--- src/rtl/sp_pkg.sv ---
// Shared constants and helpers for the serial-in/parallel-out FIFO.
// Default geometry plus pointer-wrap and counter-width functions.
package sp_pkg;

  localparam int unsigned DEF_WIDTH = 32'd8;
  localparam int unsigned DEF_DEPTH = 32'd8;
  localparam int unsigned DEF_OUT   = 32'd2;
  localparam int unsigned OUT_W     = DEF_WIDTH * DEF_OUT;

  typedef int unsigned uint_t;

  function automatic uint_t cnt_bits(input uint_t depth);
    return $clog2(depth + 32'd1);
  endfunction

  // depth is a power of two, so masking is the modulo
  function automatic uint_t ptr_add(input uint_t ptr, input uint_t inc, input uint_t depth);
    return (ptr + inc) & (depth - 32'd1);
  endfunction

endpackage

--- src/rtl/sp_word_gather.sv ---
// Assembles one output word from the storage window starting at r_ptr.
// Slot 0 (MS) is the oldest element; slots at or beyond vcnt are zero.
module sp_word_gather
  import sp_pkg::*;
#(
  parameter int WIDTH = DEF_WIDTH,
  parameter int DEPTH = DEF_DEPTH,
  parameter int OUT   = DEF_OUT
) (
  input  logic [WIDTH-1:0]            mem [DEPTH],
  input  logic [$clog2(DEPTH)-1:0]    r_ptr,
  input  logic [$clog2(DEPTH+1)-1:0]  vcnt,
  output logic [WIDTH*OUT-1:0]        word
);

  localparam int PW = $clog2(DEPTH);

  // Window read with wrap across the end of storage
  always_comb begin
    word = '0;
    for (int k = 0; k < OUT; k++) begin
      if (k < 32'(vcnt)) begin
        word[WIDTH*(OUT-k)-1 -: WIDTH] = mem[PW'(ptr_add(32'(r_ptr), 32'(k), 32'(DEPTH)))];
      end else begin
        word[WIDTH*(OUT-k)-1 -: WIDTH] = '0;
      end
    end
  end

endmodule

--- src/rtl/sp_fifo.sv ---
// Serial-in/parallel-out FIFO with valid/ready on both sides and exact occupancy.
// Define SP_FIFO_FLUSH_EN to add the flush port for zero-padded partial-word drain.
module sp_fifo
  import sp_pkg::*;
#(
  parameter int WIDTH = DEF_WIDTH,
  parameter int DEPTH = DEF_DEPTH,
  parameter int OUT   = DEF_OUT
) (
  input  logic                        clk,
  input  logic                        rst_n,
  input  logic                        in_valid,
  output logic                        in_ready,
  input  logic [WIDTH-1:0]            in_data,
  output logic                        out_valid,
  input  logic                        out_ready,
  output logic [WIDTH*OUT-1:0]        out_data,
  output logic [$clog2(DEPTH+1)-1:0]  count
`ifdef SP_FIFO_FLUSH_EN
  ,
  input  logic                        flush
`endif
);

  localparam int PW = $clog2(DEPTH);
  localparam int CW = int'(cnt_bits(32'(DEPTH)));

  logic [WIDTH-1:0] mem_r [DEPTH];
  logic [PW-1:0]    w_ptr_r;
  logic [PW-1:0]    r_ptr_r;
  logic [CW-1:0]    count_r;
  logic [CW-1:0]    count_next_s;
  logic [CW-1:0]    pop_n_s;
  logic [CW-1:0]    vcnt_s;
  logic             pend_s;
  logic             full_word_s;
  logic             in_ready_s;
  logic             out_valid_s;
  logic             push_s;
  logic             pop_s;
`ifdef SP_FIFO_FLUSH_EN
  logic             flush_pend_r;
`endif

  // Handshake and next-occupancy decode from the pre-edge count
  always_comb begin
`ifdef SP_FIFO_FLUSH_EN
    pend_s = flush_pend_r;
`else
    pend_s = 1'b0;
`endif
    in_ready_s   = rst_n && (count_r < CW'(DEPTH)) && !pend_s;
    full_word_s  = (count_r >= CW'(OUT));
    out_valid_s  = full_word_s || (pend_s && (count_r != '0));
    pop_n_s      = full_word_s ? CW'(OUT) : count_r;
    vcnt_s       = out_valid_s ? pop_n_s : '0;
    push_s       = in_valid && in_ready_s;
    pop_s        = out_valid_s && out_ready;
    count_next_s = count_r + CW'(push_s) - (pop_s ? pop_n_s : '0);
  end

  // Pointer and occupancy state
  always_ff @(posedge clk or negedge rst_n) begin
    if (!rst_n) begin
      w_ptr_r <= '0;
      r_ptr_r <= '0;
      count_r <= '0;
    end else begin
      if (push_s) begin
        w_ptr_r <= PW'(ptr_add(32'(w_ptr_r), 32'd1, 32'(DEPTH)));
      end
      if (pop_s) begin
        r_ptr_r <= PW'(ptr_add(32'(r_ptr_r), 32'(pop_n_s), 32'(DEPTH)));
      end
      count_r <= count_next_s;
    end
  end

`ifdef SP_FIFO_FLUSH_EN
  // Flush request latches only with data present; holds until the FIFO drains
  always_ff @(posedge clk or negedge rst_n) begin
    if (!rst_n) begin
      flush_pend_r <= 1'b0;
    end else if (flush_pend_r) begin
      flush_pend_r <= (count_next_s != '0);
    end else begin
      flush_pend_r <= flush && (count_r != '0) && (count_next_s != '0);
    end
  end
`endif

  // Element storage; not reset, contents are qualified by count
  always_ff @(posedge clk) begin
    if (push_s) begin
      mem_r[w_ptr_r] <= in_data;
    end
  end

  sp_word_gather #(
    .WIDTH (WIDTH),
    .DEPTH (DEPTH),
    .OUT   (OUT)
  ) u_gather (
    .mem   (mem_r),
    .r_ptr (r_ptr_r),
    .vcnt  (vcnt_s),
    .word  (out_data)
  );

  assign in_ready  = in_ready_s;
  assign out_valid = out_valid_s;
  assign count     = count_r;

endmodule

--- config.mk ---
export PLATFORM = sky130hd
export DESIGN_NAME = sp_fifo
export DESIGN_NICKNAME = d
export VERILOG_FILES = /design/src/rtl/sp_pkg.sv /design/src/rtl/sp_word_gather.sv /design/src/rtl/sp_fifo.sv
export SDC_FILE = /design/constraint.sdc
export NUM_CORES = 1
export LEC_CHECK = 0
export ABC_AREA = 1
export BUFFER_PORTS_ARGS = -buffer_cell sky130_fd_sc_hd__buf_2
export CAP_MARGIN = 10
export CORE_UTILIZATION = 55
export DETAILED_ROUTE_END_ITERATION = 16
export GPL_ROUTABILITY_DRIVEN = 0
export PLACE_DENSITY = 0.84
export SLEW_MARGIN = 0
export SYNTH_ARGS = -nofsm -noshare
export SYNTH_HDL_FRONTEND = slang
export SYNTH_SLANG_ARGS = --single-unit
export TNS_END_PERCENT = 20
--- constraint.sdc ---
create_clock -name clk -period 6.8 [get_ports clk]
set_input_delay 0.68 -clock clk [delete_from_list [all_inputs] [get_ports clk]]
set_output_delay 0.68 -clock clk [all_outputs]
set_load 0.01 [all_outputs]
Word-level counts from Yosys, hierarchy flattened

Index checks and enable logic that the tools add are counted.

Memory bits (read-only): 0
Input bits: 12
Output and inout bits: 22
Word-level logic and storage cells: 45
Flip-flop bits (word level): 74
Memories: 0
Latch bits: 0
RAM bits: 0

$lt $le $gt $ge: 8
Add/subtract/negate cells: 5
Bitwise logic cells: 3
Divide/modulo/power cells: 0
Equal/unequal tests: 0
Shift operators: 0
$mul: 0
Reduce and logical (&&, ||, !) cells: 4
Mux-type cells: 14

Operators with widths:

| kind                | count |
|---|---|
| $bwmux 64           | 1 |
| $mux 8              | 7 |
| $bmux 8 s3          | 2 |
| $demux 8 s3         | 1 |
| $ge 4x4->1 const B  | 3 |
| $mux 4              | 3 |
| $not 3->4           | 3 |
| $lt 1x4->1 const A  | 2 |
| $add 3x1->3 const B | 2 |
| $add 4x1->4         | 1 |
| $ge 4x2->1 const B  | 1 |
| $logic_and 1x1->1   | 4 |
| $lt 4x1->1 const B  | 1 |
| $lt 4x4->1 const B  | 1 |
| $sub 4x4->4         | 1 |
| $add 3x3->3         | 1 |

Logic depth before layout (Yosys ltp)

Depth after elaboration: 6
Gate-level depth with buffers: 13
Mapped depth without buffers: 12

Modules after synthesis

Synthesis repeated with hierarchy kept, for this count alone.

Cell total of the unflattened synthesis: 520
Area, all modules: 4241.6 um2

Modules (own cells, without submodules):

| module         | area each (um2) | instances | cells an instance |
|---|---|---|---|
| sp_fifo        | 2611.3          | 1         | 152 |
| sp_word_gather | 1630.3          | 1         | 368 |

Worst setup path after synthesis

OpenSTA, ideal clock, no wires.

Kind: reg-to-reg
Start: reg count_r[3], in the netlist count[3]
End: reg r_ptr_r[2]
Buffers on the path: 1
Stages on the path, launching flop included: 14
Setup time: 0.124 ns
Required time: 6.676 ns
Clock period less this slack: 2.245 ns
Arrival: 2.121 ns
Slack: 4.555 ns
Cell sequence: dfrtp_1 -> inv_1 -> ha_1 -> inv_1 -> nor2_1 -> clkinv_1 -> buf_2 -> nor2_1 -> ha_1 -> inv_1 -> fa_1 -> inv_1 -> nand2_1 -> xor2_1

Longest elaborated chain between the ends: 3

Ends and longest elaborated chain:

| item                     | line          | text |
|---|---|---|
| start: declaration       | sp_fifo.sv:31 | `logic [CW-1:0] count_r;` |
| start signal: assignment | sp_fifo.sv:75 | `count_r <= count_next_s;` |
| $ge 4x2->1 (*)           | sp_fifo.sv:53 | `full_word_s = (count_r >= CW'(OUT));` |
| net out_valid            | sp_fifo.sv:15 | `output logic out_valid,` |
| $mux 4                   | sp_fifo.sv:55 | `pop_n_s = full_word_s ? CW'(OUT) : count_r;` |
| $add 3x3->3              | sp_pkg.sv:18  | `return (ptr + inc) & (depth - 32'd1);` |
| end signal: assignment   | sp_fifo.sv:73 | `r_ptr_r <= PW'(ptr_add(32'(r_ptr_r), 32'(pop_n_s), 32'(DEPTH)));` |
| end: declaration         | sp_fifo.sv:30 | `logic [PW-1:0] r_ptr_r;` |

The timed path passes the listed nets; every way through them passes the cells marked *.
A chain may end at the register's enable or synchronous reset.

Worst setup path after layout

Start: reg r_ptr_r[0]
End: out out_data[6]

Longest elaborated chain between the ends: 6

Ends and longest elaborated chain:

| item                                       | line                 | text |
|---|---|---|
| $add 3x1->3                                | sp_pkg.sv:18         |  |
| $not 3->4 (not written as such)            | sp_word_gather.sv:23 | `word[WIDTH*(OUT-k)-1 -: WIDTH] = mem[PW'(ptr_add(32'(r_ptr), 32'(k), 32'(DEPTH)))];` |
| $bmux 8 s3                                 | sp_word_gather.sv:23 |  |
| $mux 8 (not written as such) (2 in series) | sp_word_gather.sv:23 |  |
| $mux 8                                     | sp_word_gather.sv:22 | `if (k < 32'(vcnt)) begin` |
| end: declaration                           | sp_fifo.sv:17        | `output logic [WIDTH*OUT-1:0] out_data,` |

No other way between the ends. The select of a mux whose other input is x is not followed.

==> flow_summary.json <==
{
  "fin_skew_ns": 0.009029,
  "netlist_area_um2": 4101,
  "grt_overflow": 0,
  "tightest_slew_ns": 1.073,
  "drive_above_1_share": 0.09774,
  "drv_cap": 0,
  "cts-resized-gates": 0,
  "yosysMostFrequentCell": "nand2_1",
  "setup_total_negative_slack_ns": 0,
  "layout.nets": 550,
  "leakage_nw": 2.162,
  "clk_pin_slew_worst_paths_ns": 0.08,
  "cts_root_buffer": "clkbuf_8",
  "synth.area.top_cells": "edfxtp_1, nand2_1, nand3_1, inv_1, nor2_1",
  "rsz0062_at_grt": "no",
  "synthCells": 504,
  "drt_iter0_drc": 616,
  "die_area_um2": 7807,
  "fin_crit_ns": 3.693,
  "peakVddDrop_mv": 0.1469,
  "antenna_found_initial": 0,
  "cp_max_fo": 52,
  "firstDrtPassIters": 6,
  "seq_area_frac_synth": 0.5296,
  "ctsHoldBuffers": 0,
  "diodes": 0,
  "max_slew_margin": 0.2818,
  "ys.flop_type": "edfxtp_1",
  "power.total_mw": 1.994,
  "grt_first_pass_wirelength_um": 14700,
  "place_hpwl_um": 6353,
  "synth_edf_count": 64,
  "ys_warn_count": 0,
  "synth_nets": 527,
  "htree_levels": 3,
  "vias": 3342,
  "period_share": 0.5431,
  "portBuffers": 33,
  "start_kind": "register",
  "wl_per_cell_um": 14.99,
  "io_pins": 34,
  "drc": 0,
  "vias_per_cell": 5.296,
  "fmax_mhz": 270.8,
  "finalSetupViolations": 0,
  "power_density_nw_per_um2": 445.9,
  "required_ns": 6.12,
  "first_global_vias": 2855,
  "grtUsageTotal": 0.2595,
  "start_util": 0.5685,
  "worstSkewPairLatency_ns": 0.36,
  "hp-class": "input port to asynchronous set/reset pin",
  "areaGrowthSynthToFinish_pct": 9.060,
  "postSynthRegisterBits": 74,
  "postRouteAntennaNets": 0,
  "cts_buffer_depth": 2,
  "cts_inserted_buffers": 9,
  "netlist.top_cell.by_area": "edfxtp_1",
  "die_h_um": 88.36,
  "worstSetupPathType": "register to primary output",
  "cts_setup_buffers": 0,
  "synthDistinctLibCells": 22,
  "async_flop_share": 0.1351,
  "cp-end-kind": "primary output",
  "cts_sinks": 74,
  "grt_max_degree": 66,
  "status": "completed",
  "hold_viol_final": 0,
  "avgSynthCellArea_um2": 8.138,
  "synth_top_area_frac": 0.4686,
  "die_w_um": 88.36,
  "cts_tree": "built",
  "row_count": 31,
  "final_max_slew_viol_count": 0,
  "netlist_top_cells_count": "nand2_1, inv_1, nor2_1",
  "core_area_um2": 7214,
  "routed_wl_um": 9456,
  "critPathArrivalTime_ns": 3.01
}
-- layer usage --
layer  vias to the layer above  track usage  part of all wire  routed length [µm]
met2                       183       0.3979              0.46                4396
met4                         0       0.1056             0.028                 262
met5                         -            0                 0                   0
met3                        33      0.03638             0.082                 777
met1                      1510       0.3748              0.43                4020
li1                       1616            -                 -                   -
-- final timing paths --
| kind | from | end | slack [ns] | cells past startpoint |
|---|---|---|---|---|
| min in group clk | w_ptr_r[0] | w_ptr_r[0] | 0.55 | 2 |
| hold reg to reg | w_ptr_r[0] | w_ptr_r[0] | 0.55 | 2 |
| max in group asynchronous | rst_n | r_ptr_r[0] | 6.40 | 1 |
| hold / removal | rst_n | w_ptr_r[1] | 0.18 | 1 |
| setup / recovery | r_ptr_r[0] | out_data[6] | 3.11 | 8 |
| setup reg to reg | count[3] | r_ptr_r[2] | 4.18 | 12 |
-- flip-flops by register name, indices dropped and copies added, names as in the netlist --
signal,flops
mem_r,64
count,4
r_ptr_r,3
w_ptr_r,3
-- critical path: stages (launching register included) --
cell,delay (ns)
dfrtp_2,0.52
buf_4,0.48
ha_1,0.52
inv_1,0.51
nand3_1,0.14
nand3_1,0.09
nand2_1,0.06
nor2_1,0.16
buf_2,0.16
-- kinds of logic (layout without fill, tap and decap cells) --
family,after synthesis,in the layout,synth area share
AOI/OAI and AO/OA,18,18,0.02197
DFF,74,74,0.5296
and+or+nand+nor,286,286,0.2840
buffers and inverters,108,136,0.1135
other,1,1,0.0009143
xor gates and xnor gates,6,6,0.01282
adders and majority gates,11,11,0.03722
-- cells in the final DEF (no fill, tap or decap), drive strengths merged --
master | synthesis | final
nand2 | 143 | 143
inv | 84 | 85
nor2 | 73 | 73
nand3 | 69 | 69
edfxtp | 64 | 64
buf | 20 | 34
o21ai | 16 | 16
dfrtp | 10 | 10
ha | 9 | 9
clkbuf | 2 | 9
clkinv | 2 | 5
xnor2 | 3 | 3
xor2 | 3 | 3
a21oi | 2 | 2
fa | 2 | 2
bufinv | 0 | 2
or2 | 1 | 1
conb | 1 | 1
clkinvlp | 0 | 1
-- through the flow --
step                      instances  hold WS (ns)  utilization  worst slack [ns]  cell area, µm²
after floorplan                 504        0.3844            -             4.555            4101
after global placement          615        0.5092       0.5900             3.608            4257
after detailed placement        615        0.5265       0.5900             3.568            4257
after CTS                       631        0.1848       0.6200             3.164            4473
after global routing            631        0.1854       0.6200             2.855            4473
final                           631        0.1791       0.6200             3.107            4473
-- area by class of cell --
class | count | area [µm²]
Sequential cell | 74 | 2173
Multi-Input combinational cell | 322 | 1464
Inverter | 86 | 322.8
Tap cell | 99 | 123.9
Clock buffer | 9 | 123.9
Timing Repair Buffer | 34 | 172.7
Fill cell | 597 | 2741
Clock inverter | 7 | 92.59
-- power breakdown --
group / switching (mW) / internal (mW) / total (mW)
Clock: 0.174 / 0.206 / 0.380
Combinational: 0.644 / 0.357 / 1.00
Sequential: 0.0686 / 0.544 / 0.613
No activity file was read; power rests on OpenSTA's default activity.
